$ cat src/rtl/msu_pkg.sv
`default_nettype none
// ============================================================================
// Module      : msu_pkg
// Description : Shared types and constants for the MSU data prefetcher.
//               Holds the prefetch FSM state encoding, the smallest legal
//               buffer depth and a depth-legality helper.
// Revision    : 1.0 - initial release
// ============================================================================
package msu_pkg;

    // Prefetch controller states.
    typedef enum logic [1:0] {
        ST_IDLE = 2'd0,   // no outstanding host request
        ST_REQ  = 2'd1,   // host_rd_req asserted, waiting for host_rd_ack
        ST_HOLD = 2'd2    // fewer than two free bytes in the buffer
    } msu_state_e;

    // A host word is two bytes, so the buffer must hold at least two words.
    localparam int unsigned c_min_depth = 4;

    // Depth must be a power of two (pointer wrap relies on it) and >= minimum.
    function automatic bit msu_depth_ok(input int unsigned depth);
        return (depth >= c_min_depth) && ((depth & (depth - 1)) == 0);
    endfunction

endpackage : msu_pkg
`default_nettype wire

$ cat src/rtl/msu_prefetch_fifo.sv
`default_nettype none
// ============================================================================
// Module      : msu_prefetch_fifo
// Description : Circular byte buffer for the MSU data prefetcher.
//               Accepts 0, 1 or 2 bytes per cycle (low byte first), pops at
//               most one byte per cycle and can be flushed in one cycle.
// Ports       : CLK, RST_N     - clock, asynchronous active-low reset
//               i_flush        - empty the buffer (wins over push and pop)
//               i_push_n       - number of bytes to push (0..2)
//               i_push_data    - [7:0] pushed first, [15:8] second
//               i_pop          - drop the head byte (ignored when empty)
//               o_head         - byte at the read pointer
//               o_count        - bytes currently stored (0..DEPTH)
// Revision    : 1.0 - initial release
// ============================================================================
module msu_prefetch_fifo #(
    parameter int unsigned DEPTH = 8
) (
    input  logic                     CLK,
    input  logic                     RST_N,
    input  logic                     i_flush,
    input  logic [1:0]               i_push_n,
    input  logic [15:0]              i_push_data,
    input  logic                     i_pop,
    output logic [7:0]               o_head,
    output logic [$clog2(DEPTH):0]   o_count
);

    localparam int unsigned c_aw = $clog2(DEPTH);

    logic [7:0]      r_mem [DEPTH];
    logic [c_aw-1:0] r_wr_ptr;
    logic [c_aw-1:0] r_rd_ptr;
    logic [c_aw:0]   r_count;

    logic [1:0]      w_push_n;
    logic            w_pop_ok;

    // An encoding of 3 is not meaningful; treat it as a two-byte push.
    assign w_push_n = (i_push_n == 2'd3) ? 2'd2 : i_push_n;
    assign w_pop_ok = i_pop && (r_count != '0);

    // Storage carries no reset; validity is tracked by r_count alone.
    always_ff @(posedge CLK) begin
        if (!i_flush) begin
            if (w_push_n != 2'd0) begin
                r_mem[r_wr_ptr] <= i_push_data[7:0];
            end
            if (w_push_n == 2'd2) begin
                r_mem[r_wr_ptr + c_aw'(1)] <= i_push_data[15:8];
            end
        end
    end

    always_ff @(posedge CLK or negedge RST_N) begin
        if (!RST_N) begin
            r_wr_ptr <= '0;
            r_rd_ptr <= '0;
            r_count  <= '0;
        end else if (i_flush) begin
            r_wr_ptr <= '0;
            r_rd_ptr <= '0;
            r_count  <= '0;
        end else begin
            r_wr_ptr <= r_wr_ptr + c_aw'(w_push_n);
            r_rd_ptr <= r_rd_ptr + c_aw'(w_pop_ok);
            r_count  <= r_count + (c_aw + 1)'(w_push_n) - (c_aw + 1)'(w_pop_ok);
        end
    end

    assign o_head  = r_mem[r_rd_ptr];
    assign o_count = r_count;

endmodule : msu_prefetch_fifo
`default_nettype wire

$ cat src/rtl/msu_data_prefetch.sv
`default_nettype none
// ============================================================================
// Module      : msu_data_prefetch
// Description : Byte-stream prefetcher for the MSU data file. Fetches 16-bit
//               words from the host memory port into a small byte buffer and
//               presents one byte at a time to the consumer.
// Ports       : CLK, RST_N     - clock, asynchronous active-low reset
//               seek/seek_addr - jump to a new byte position
//               req            - consumer took data_out, advance one byte
//               data_out, busy - current byte, high while it is not valid
//               host_rd_req/host_rd_addr - level read request to the host
//               host_rd_ack/host_rd_data - completion pulse and word
// Revision    : 1.0 - initial release
// ============================================================================
module msu_data_prefetch
    import msu_pkg::*;
#(
    parameter int unsigned DEPTH = 8
) (
    input  logic        CLK,
    input  logic        RST_N,
    input  logic        seek,
    input  logic [31:0] seek_addr,
    input  logic        req,
    output logic [7:0]  data_out,
    output logic        busy,
    output logic        host_rd_req,
    output logic [31:0] host_rd_addr,
    input  logic        host_rd_ack,
    input  logic [15:0] host_rd_data
);

    localparam int unsigned c_cw = $clog2(DEPTH) + 1;

    generate
        if (!msu_depth_ok(DEPTH)) begin : g_depth_invalid
            $error("msu_data_prefetch: DEPTH must be a power of two and at least 4");
        end
    endgenerate

    msu_state_e  r_state;
    logic [31:0] r_fetch_ptr;    // address of the outstanding / next fetch
    logic        r_skip;         // drop the low byte of the next kept word
    logic        r_seek_seen;
    logic        r_discard;      // outstanding word belongs to a stale seek
    logic        r_host_rd_req;
    logic [31:0] r_host_rd_addr;

    logic [c_cw-1:0] w_count;
    logic [7:0]      w_head;
    logic            w_free_ok;
    logic            w_take;
    logic [1:0]      w_push_n;
    logic [15:0]     w_push_data;
    logic            w_pop;
    logic [31:0]     w_seek_word;

    assign w_seek_word = {seek_addr[31:1], 1'b0};
    assign w_free_ok   = (w_count <= c_cw'(DEPTH - 2));

    // A seek in the ack cycle makes the returned word stale, so it is dropped.
    assign w_take      = (r_state == ST_REQ) && host_rd_ack && !r_discard && !seek;
    assign w_push_n    = w_take ? (r_skip ? 2'd1 : 2'd2) : 2'd0;
    assign w_push_data = r_skip ? {8'h00, host_rd_data[15:8]} : host_rd_data;
    assign w_pop       = req && !seek;

    msu_prefetch_fifo #(
        .DEPTH (DEPTH)
    ) u_fifo (
        .CLK         (CLK),
        .RST_N       (RST_N),
        .i_flush     (seek),
        .i_push_n    (w_push_n),
        .i_push_data (w_push_data),
        .i_pop       (w_pop),
        .o_head      (w_head),
        .o_count     (w_count)
    );

    always_ff @(posedge CLK or negedge RST_N) begin
        if (!RST_N) begin
            r_state        <= ST_IDLE;
            r_fetch_ptr    <= '0;
            r_skip         <= 1'b0;
            r_seek_seen    <= 1'b0;
            r_discard      <= 1'b0;
            r_host_rd_req  <= 1'b0;
            r_host_rd_addr <= '0;
        end else if (seek) begin
            r_seek_seen <= 1'b1;
            r_skip      <= seek_addr[0];
            r_fetch_ptr <= w_seek_word;
            if ((r_state == ST_REQ) && !host_rd_ack) begin
                // Host still owes a word: keep the request up, drop its data.
                r_discard <= 1'b1;
            end else begin
                // Buffer is flushed this edge, so space is guaranteed.
                r_discard      <= 1'b0;
                r_host_rd_req  <= 1'b1;
                r_host_rd_addr <= w_seek_word;
                r_state        <= ST_REQ;
            end
        end else begin
            case (r_state)
                ST_REQ: begin
                    if (host_rd_ack) begin
                        r_host_rd_req <= 1'b0;
                        r_state       <= ST_IDLE;
                        if (r_discard) begin
                            r_discard <= 1'b0;
                        end else begin
                            r_fetch_ptr <= r_fetch_ptr + 32'd2;
                            r_skip      <= 1'b0;
                        end
                    end
                end
                default: begin
                    // IDLE and HOLD: issue once two bytes are free.
                    if (r_seek_seen) begin
                        if (w_free_ok) begin
                            r_host_rd_req  <= 1'b1;
                            r_host_rd_addr <= r_fetch_ptr;
                            r_state        <= ST_REQ;
                        end else begin
                            r_state <= ST_HOLD;
                        end
                    end
                end
            endcase
        end
    end

    assign host_rd_req  = r_host_rd_req;
    assign host_rd_addr = r_host_rd_addr;
    assign data_out     = (w_count != '0) ? w_head : 8'h00;
    assign busy         = r_seek_seen && (w_count == '0);

endmodule : msu_data_prefetch
`default_nettype wire

$ cat config.mk
export PLATFORM = sky130hd
export DESIGN_NAME = msu_data_prefetch
export DESIGN_NICKNAME = d
export VERILOG_FILES = /design/src/rtl/msu_pkg.sv /design/src/rtl/msu_prefetch_fifo.sv /design/src/rtl/msu_data_prefetch.sv
export SDC_FILE = /design/constraint.sdc
export NUM_CORES = 1
export LEC_CHECK = 0
export ABC_AREA = 1
export BUFFER_PORTS_ARGS = -buffer_cell sky130_fd_sc_hd__buf_2
export CAP_MARGIN = 20
export CORE_UTILIZATION = 45
export CTS_CLUSTER_SIZE = 24
export DETAILED_ROUTE_END_ITERATION = 8
export PLACE_DENSITY = 0.77
export SLEW_MARGIN = 20
export SYNTH_ARGS = -nofsm -noshare
export SYNTH_HDL_FRONTEND = slang
export SYNTH_SLANG_ARGS = --single-unit
$ cat constraint.sdc
create_clock -name CLK -period 2.1 [get_ports CLK]
set_input_delay 0.42 -clock CLK [delete_from_list [all_inputs] [get_ports CLK]]
set_output_delay 0.42 -clock CLK [all_outputs]
set_load 0.05 [all_outputs]
==> flow_summary.toml, run 1 <==
[outcome]
outcome = "complete, but fails checks"
violations = "setup timing"

[timing]
worst_clock_skew_ns = 0.0100
slew_viol_final = 0
final-hold-violation-count = 0
worst-slew-pin-transition_ns = 0.516
setup_violations = 8
rsz0062_at_grt = "true"
min_period_ns = 2.23
relSlewSlack_pct = 65.5
fmax_mhz = 448
hold_ws_ns = 0.217
fin_ws_ns = -0.134
period_share_pct = 106

[synthesis]
synth_compound_area_share_pct = 10.1
synth_edf_count = 64
synthMuxAreaShare_pct = 1.23
synth_area_um2 = 8150
syn_nets = 1139
yosys.area_share.adder_pct = 2.33
synth_seq_area_share_pct = 47.8
synth.top_cell.area_share_pct = 24.3
ys_seq_elements = 143
synthXorXnorAreaFrac_pct = 0.215
synth_top_flop_cell = "dfrtp_1"
yosys.cell_types.count = 41
synth_cells = 1072
yosys.area.top_type = "dfrtp_1"
yosys.area_share.simple_pct = 31.5
yosys_warnings = 0
synth_top_family_by_area = "simple AND/OR/NAND/NOR gates"
syn_avg_cell_area_um2 = 7.60
yosys-top-cells-area = "dfrtp_1 24%, edfxtp_1 24%, nand2_1 19%, o21ai_0 7.6%, nor2_1 5.8%"
async_reset_ff_share_pct = 55.2

[hold_path]
hold_depth = 3
min_to = "r_skip"
hold_class = "in -> reg"
min_from = "seek_addr[0]"

[critical_path]
r2r-end = "u_fifo.o_count[1]"
crit_fanout = 12
end_kind = "primary output"
cp-startpoint = "u_fifo.r_rd_ptr[0]"
cp.arrival_ns = 1.81
crit_type = "reg -> out"
reg2reg_from = "u_fifo.o_count[3]"
required_ns = 1.68
reg2reg_depth = 11
ff2ff_setup_slack_ns = 0.07
start_kind = "register"

[floorplan]
ioPinCount = 95
initial_core_util_pct = 46.6
dieArea_um2 = 18700
core-area_um2 = 17500
die_w_um = 137
die_h_um = 137
row_count = 48

[power_and_ir_drop]
vdd_drop_max_v = 0.00114
p_leak_nw = 4.94
power.density_nw_per_um2 = 1240

[cells_and_area]
drive_gt1_share_pct = 22.4
finish.utilization_pct = 59.0
finalNetCount = 1289
syn2layout_area_growth_pct = 26.5
antenna_cells = 0

[placed_design]
portBuffers = 94
dp_worst_setup_slack_ns = 0.0204
gp_congestion = 0.887
dp.final_hpwl_um = 15900

[clock_network]
cts-root-buf = "clkbuf_16"
clk_pin_slew_ns = 0.06
cts_buffer_depth = 2
numCtsBuffers = 17
cts-htree-levels = 4
cts_tree = "done"
insertion_delay_ns = 0.43
cts.sinks = 143

[run]
maxCapViolCount = 0

[routing]
vias = 7694
via_per_inst = 5.27
wl_per_cell_um = 15.4
drtPass1Iterations = 5
drt_iter0_markers = 712
ant_nets = 0
finalWirelength_um = 22500
drc_errors = 0

[global_routing]
antenna_found_initial = 0
grt_pass1_wl_um = 36800
grtUsageTotal_pct = 25.9
overflow = 0
grt_max_degree = 44
grt_pass1_vias = 7409
how the worst max path moves through the flow:
stage | end | cells past startpoint
after floorplan | u_fifo.o_count[3] | 14
after global placement | u_fifo.o_count[3] | 13
after detailed placement | u_fifo.o_count[3] | 13
after CTS | data_out[5] | 8
after global routing | data_out[4] | 8
final | data_out[4] | 8
cell families (layout without fill, tap and decap cells):
family | count (synthesis) | in the layout
AO/OA/AOI/OAI | 157 | 157
XOR/XNOR | 2 | 2
adder cells (fa/ha/maj) | 14 | 14
buffers and inverters | 129 | 292
flip-flops | 143 | 143
multiplexers | 10 | 10
AND/OR/NAND/NOR | 617 | 617
sequential cells by signal, summed over array words and instances, names as in the netlist, 2 cells and up:
name,count
u_fifo.r_mem,64
host_rd_addr,32
r_fetch_ptr,31
u_fifo.o_count,4
u_fifo.r_rd_ptr,3
u_fifo.r_wr_ptr,3
r_state,2
power by group:
group	switching (W)	internal, W
sequential	0.000451	0.00357
clock	0.00128	0.00176
combinational	0.00384	0.00183
synthesized netlist by cell type (all sizes together), types with 2 or more instances:
cell / count
inv: 89
ha: 12
o21ai: 124
o22ai: 13
clkinv: 2
nand2: 422
dfrtp: 79
a21oi: 12
clkbuf: 20
nand4: 16
o21a: 2
fa: 2
nor2: 136
nand3: 35
buf: 18
edfxtp: 64
nor3: 5
mux2i: 10
what timing repair did:
item / in CTS / in global routing
hold endpoints to repair: 17 / 0
pin swaps: 7 / 10
resized for setup: 69 / 19
cloned: 1 / 0
hold buffers: 1 / 0
setup endpoints to repair: 10 / 56
buffers inserted: 0 / 9
cell type report:
cell class / count / area, um^2
clock inverters: 15 / 163
well taps: 225 / 282
flip-flops and latches: 143 / 3900
fillers: 1494 / 7170
multi-input cells: 800 / 3940
inverters: 91 / 344
repair buffers: 169 / 1260
clock buffers: 17 / 425
metal layers:
| layer | global-route usage (%) | vias to the layer above | part of all wire, % |
|---|---|---|---|
| li1 | - | 3774 | - |
| met1 | 32.8 | 3535 | 42 |
| met2 | 44.2 | 343 | 49 |
| met3 | 4.52 | 42 | 7.0 |
| met4 | 10.0 | 0 | 2.1 |
| met5 | 0 | - | 0 |
through the flow:
step / instances / TNS [ns] / power [W] / instance area [um^2]
after detailed placement: 1417 / 0 / 0.00923 / 9390
after global routing: 1460 / -1.56 / 0.0134 / 10300
after floorplan: 1072 / -0.253 / 0.00769 / 8240
final: 1460 / -0.965 / 0.0127 / 10300
after global placement: 1417 / 0 / 0.00910 / 9390
after CTS: 1451 / -0.942 / 0.0126 / 10200
cells in the final DEF, fill, tap and decap left out, types with 16 or more instances in the layout:
master / count
nor2_1: 109
buf_2: 84
edfxtp_1: 64
clkbuf_16: 17
buf_4: 62
nor2_2: 18
o21ai_1: 23
nand3_1: 34
inv_1: 79
o21ai_0: 93
nand4_1: 16
dfrtp_1: 78
nand2_1: 411
worst max-delay path, cell delays in order, from the launching register on:
cell and delay (ns):
dfrtp_2 0.45, inv_2 0.13, buf_12 0.15, nor2_1 0.05, o21ai_1 0.14, o21ai_1 0.07
buf_4 0.14, nor2_4 0.09, buf_6 0.15
(Power assumes the default switching activity.)
==> run 2: changes to the inputs <==
SETUP_SLACK_MARGIN = 0.2   (was not set)
==> flow_summary.toml, run 2 (same netlist as run 1, synthesis figures left out) <==
[cells_and_area]
drive_gt1_share_pct = 30.7
antenna_cells = 0
top_register = "u_fifo.r_mem"
final_cells = 1493
final_common_cell = "nand2_1"
finalNetCount = 1322
final_cell_mix = "359 x nand2_1, 107 x nor2_1, 84 x buf_2"
syn2layout_area_growth_pct = 37.7
largest_register_ffs = 64

[floorplan]
initial_core_util_pct = 46.6
row_count = 48
core-area_um2 = 17500
die_w_um = 137
dieArea_um2 = 18700
die_h_um = 137
ioPinCount = 95

[timing]
slew_viol_final = 0
min_period_ns = 2.37
worst_clock_skew_ns = 0.0155
period_share_pct = 113
fin_ws_ns = -0.266
final-hold-violation-count = 0
worst-slew-pin-transition_ns = 0.700
setup_violations = 8
rsz0062_at_grt = "true"
fmax_mhz = 423
relSlewSlack_pct = 53.0

[critical_path]
ff2ff_setup_slack_ns = 0
reg2reg_depth = 11
cp.arrival_ns = 1.95
path_cells = "inv_4 > o21ai_2 > buf_4 > o21ai_0 > o21ai_0 > buf_4 > nor2_4 > buf_4"
crit_path_frequent_cell = "buf_4"
r2r-end = "u_fifo.o_count[1]"
cp-startpoint = "u_fifo.r_rd_ptr[0]"
crit_slowest_cell = "dfrtp_2"
reg2reg_from = "u_fifo.o_count[3]"
start_kind = "register"
end_kind = "primary output"
critPathCapture = "data_out[4]"
cp_slowest_stage_delay_ns = 0.47
required_ns = 1.68
crit_fanout = 8
crit_type = "reg -> out"

[global_routing]
grt_pass1_vias = 7681
grtUsageTotal_pct = 26.4
antenna_found_initial = 1
overflow = 0
grt_max_degree = 39
grt_pass1_wl_um = 37600

[clock_network]
insertion_delay_ns = 0.46
cts-root-buf = "clkbuf_16"
cts_buffer_depth = 2
numCtsBuffers = 17
cts-htree-levels = 4
clk_pin_slew_ns = 0.06
cts_tree = "done"
cts.sinks = 143

[routing]
drt_iter0_markers = 972
ant_nets = 0
via_per_inst = 5.55
drtPass1Iterations = 6
vias = 8280
wl_per_cell_um = 17.7
drc_errors = 0
finalWirelength_um = 26500

[power_and_ir_drop]
vdd_drop_max_v = 0.000924
p_leak_nw = 5.22
power.density_nw_per_um2 = 1220
p_total_w = 0.0137

[placed_design]
dpl.cell_count = 1418
dp.final_hpwl_um = 16100
gp_congestion = 0.905
portBuffers = 94

[outcome]
violations = "setup timing"
outcome = "complete, but fails checks"

[hold_path]
hold_class = "in -> reg"

[run]
maxCapViolCount = 0
[run 2: changes by cell type in the layout (fill, tap and decap cells not counted), moves of 5 or more]
cell / change
nand2_1: -52
nand2_2: +43
buf_6: +15
o21ai_0: -14
nor2_4: +11
nand3_1: -9
nor2_2: -9
buf_8: +8
nand2_4: +8
o21ai_2: +6
o21ai_4: +6
clkbuf_16: +5
nand3_4: +5
[run 2: critical path, delay by kind of cell (launching register included)]
| kind | cells | cell delay [ns] |
|---|---|---|
| compound gates | 3 | 0.43 |
| buf+inv | 4 | 0.57 |
| flops | 1 | 0.47 |
| simple gates | 1 | 0.03 |
[run 2: worst min path at each step]
stage | from | endpoint | slack (ns) | depth (start not counted)
after floorplan | RST_N | host_rd_addr[0] | 0.12 | 0
after detailed placement | RST_N | r_fetch_ptr[31] | 0.43 | 1
after global routing | seek_addr[0] | r_skip | 0.22 | 3
after CTS | seek_addr[0] | r_skip | 0.21 | 3
after global placement | RST_N | r_fetch_ptr[23] | 0.43 | 1
final | seek_addr[0] | r_skip | 0.20 | 3
[run 2: through the flow]
stage               hold slack, ns  area (um^2)  TNS, ns  setup WS (ns)  utilization (%)
detailed placement           0.435         9410  -0.0694        -0.0446             53.9
global route                 0.223        11200    -2.74         -0.423             64.2
CTS                          0.206        10300    -1.77         -0.248             59.0
global placement             0.429         9410  -0.0351        -0.0311             53.9
finish                       0.199        11200    -1.89         -0.266             64.2
floorplan                    0.124         8320  -0.0797        -0.0797                -
[run 2: final cells by class]
type	instances	area, um^2
multi-input cells	802	4410
repair buffers	200	1700
inverters	91	357
well taps	225	282
flip-flops and latches	143	3900
clock buffers	18	429
clock inverters	14	146
fillers	1349	6250
[run 2: timing repair]
| item | CTS | global route |
|---|---|---|
| hold buffers | 1 | 0 |
| buffers inserted | 10 | 24 |
| endpoints found under the hold margin | 36 | 0 |
| pin swaps | 15 | 59 |
| setup endpoints to repair | 86 | 163 |
| cloned | 1 | 7 |
| resized for setup | 78 | 164 |
[run 2: where the power goes]
part	switching [W]	total, W	internal [W]
Sequential	0.000467	0.00403	0.00357
Combinational	0.00427	0.00661	0.00233
Clock	0.00138	0.00306	0.00167
[run 2: routing by layer]
metal	track usage [%]	part of all wire, %
met4	11.9	4.5
met5	0	0.042
met2	44.8	50
met3	5.15	8.1
met1	32.6	37
==> run 3: changes to the inputs <==
CORE_UTILIZATION = 53   (was 45)
PLACE_DENSITY = 0.86   (was 0.77)
==> flow_summary.toml, run 3 (same netlist as run 1, synthesis figures left out) <==
[timing]
hold_ws_ns = 0.229
fin_ws_ns = -0.181
worst-slew-pin-transition_ns = 0.779
setup_violations = 9
slew_viol_final = 0
worst_clock_skew_ns = 0.0149
rsz0062_at_grt = "true"
fmax_mhz = 438
min_period_ns = 2.28
final-hold-violation-count = 0
period_share_pct = 109
relSlewSlack_pct = 47.9

[floorplan]
row_count = 44
dieArea_um2 = 15900
die_w_um = 126
ioPinCount = 95
die_h_um = 126
initial_core_util_pct = 55.2
core-area_um2 = 14800

[outcome]
outcome = "complete, but fails checks"
violations = "setup timing"

[placed_design]
dp.final_hpwl_um = 16000
dp_worst_setup_slack_ns = -0.00174
gp_congestion = 0.925
portBuffers = 94

[critical_path]
cp.arrival_ns = 1.86
end_kind = "primary output"
crit_fanout = 8
crit_type = "reg -> out"
start_kind = "register"
required_ns = 1.68

[clock_network]
cts.sinks = 143
cts_tree = "done"
numCtsBuffers = 17
cts_buffer_depth = 2
clk_pin_slew_ns = 0.06
cts-htree-levels = 4
cts-root-buf = "clkbuf_16"
insertion_delay_ns = 0.44

[run]
maxCapViolCount = 0

[global_routing]
grt_max_degree = 43
overflow = 0
grt_pass1_wl_um = 37700
antenna_found_initial = 0
grtUsageTotal_pct = 30.4
grt_pass1_vias = 7865

[cells_and_area]
drive_gt1_share_pct = 33.5
antenna_cells = 0
top_register = "u_fifo.r_mem"
largest_register_ffs = 64
final_cell_mix = "323 x nand2_1, 102 x nor2_1, 84 x buf_2"
final_common_cell = "nand2_1"
finalNetCount = 1315
syn2layout_area_growth_pct = 39.4

[power_and_ir_drop]
power.density_nw_per_um2 = 1310
p_leak_nw = 5.33
vdd_drop_max_v = 0.000958

[routing]
via_per_inst = 6.09
drc_errors = 0
wl_per_cell_um = 20.3
drtPass1Iterations = 9
ant_nets = 0
finalWirelength_um = 29400
vias = 8798
drt_iter0_markers = 1189

[hold_path]
hold_class = "in -> reg"
run 3: cell types whose count changed in the layout (fill, tap and decap cells not counted), moves of 5 or more:
cell     change
nand3_1      +5
nand2_4     +24
buf_4        -6
nor2_1       -5
nand2_1     -36
nand2_2     +12
inv_2        +5
run 3: routing by layer:
| metal | vias up | wire length (um) | track usage (%) |
|---|---|---|---|
| li1 | 3843 | - | - |
| met4 | 0 | 2050 | 14.7 |
| met3 | 211 | 3050 | 5.18 |
| met2 | 726 | 14200 | 52.7 |
| met1 | 4018 | 10000 | 36.8 |
| met5 | - | 0 | 0 |
run 3: worst max-delay path, cell delays in order (launching register included):
cell and delay (ns):
dfrtp_2 0.43, buf_6 0.14, buf_12 0.13, mux2i_1 0.25
o22ai_1 0.11, nor2_2 0.15, nor2_4 0.05, buf_6 0.15
run 3: power breakdown:
| group | switching (W) | internal, W |
|---|---|---|
| clock | 0.00140 | 0.00170 |
| sequential | 0.000614 | 0.00357 |
| combinational | 0.00484 | 0.00272 |
| total | 0.00686 | 0.00799 |
run 3: final cells by class:
class	count	area [um^2]
multi-input cells	803	4630
flip-flops and latches	143	3900
fillers	847	3390
repair buffers	192	1650
clock buffers	17	425
inverters	91	360
well taps	184	230
clock inverters	15	171
run 3: through the flow:
step | power (W) | cells | area (um^2) | setup TNS [ns] | util [%]
final | 0.0148 | 1445 | 11400 | -1.19 | 77.0
after floorplan | 0.00775 | 1072 | 8320 | -0.0797 | -
after detailed placement | 0.00925 | 1372 | 9360 | -0.00174 | 63.4
after global routing | 0.0154 | 1445 | 11400 | -1.78 | 77.0
after CTS | 0.0127 | 1415 | 10200 | -1.10 | 69.2
after global placement | 0.00910 | 1372 | 9360 | 0 | 63.4
run 3: final timing paths:
path / cells past startpoint / start / to / slack [ns]
max reg2reg: 12 / r_state[1] / u_fifo.r_wr_ptr[1] / -0.05
min reg2reg: 2 / host_rd_addr[8] / host_rd_addr[8] / 0.49
min: 3 / seek_addr[0] / r_skip / 0.23
min in group asynchronous: 2 / RST_N / r_fetch_ptr[24] / 0.50
max: 7 / u_fifo.r_rd_ptr[0] / data_out[5] / -0.18
max in group asynchronous: 3 / RST_N / r_skip / 0.99
run 3: timing repair:
action	4_1_cts	5_1_grt
cloned	1	9
hold buffers	1	0
pin swaps	26	70
endpoints found under the hold margin	37	0
endpoints found under the setup margin	98	165
gates resized for setup	77	223
setup buffers	9	21
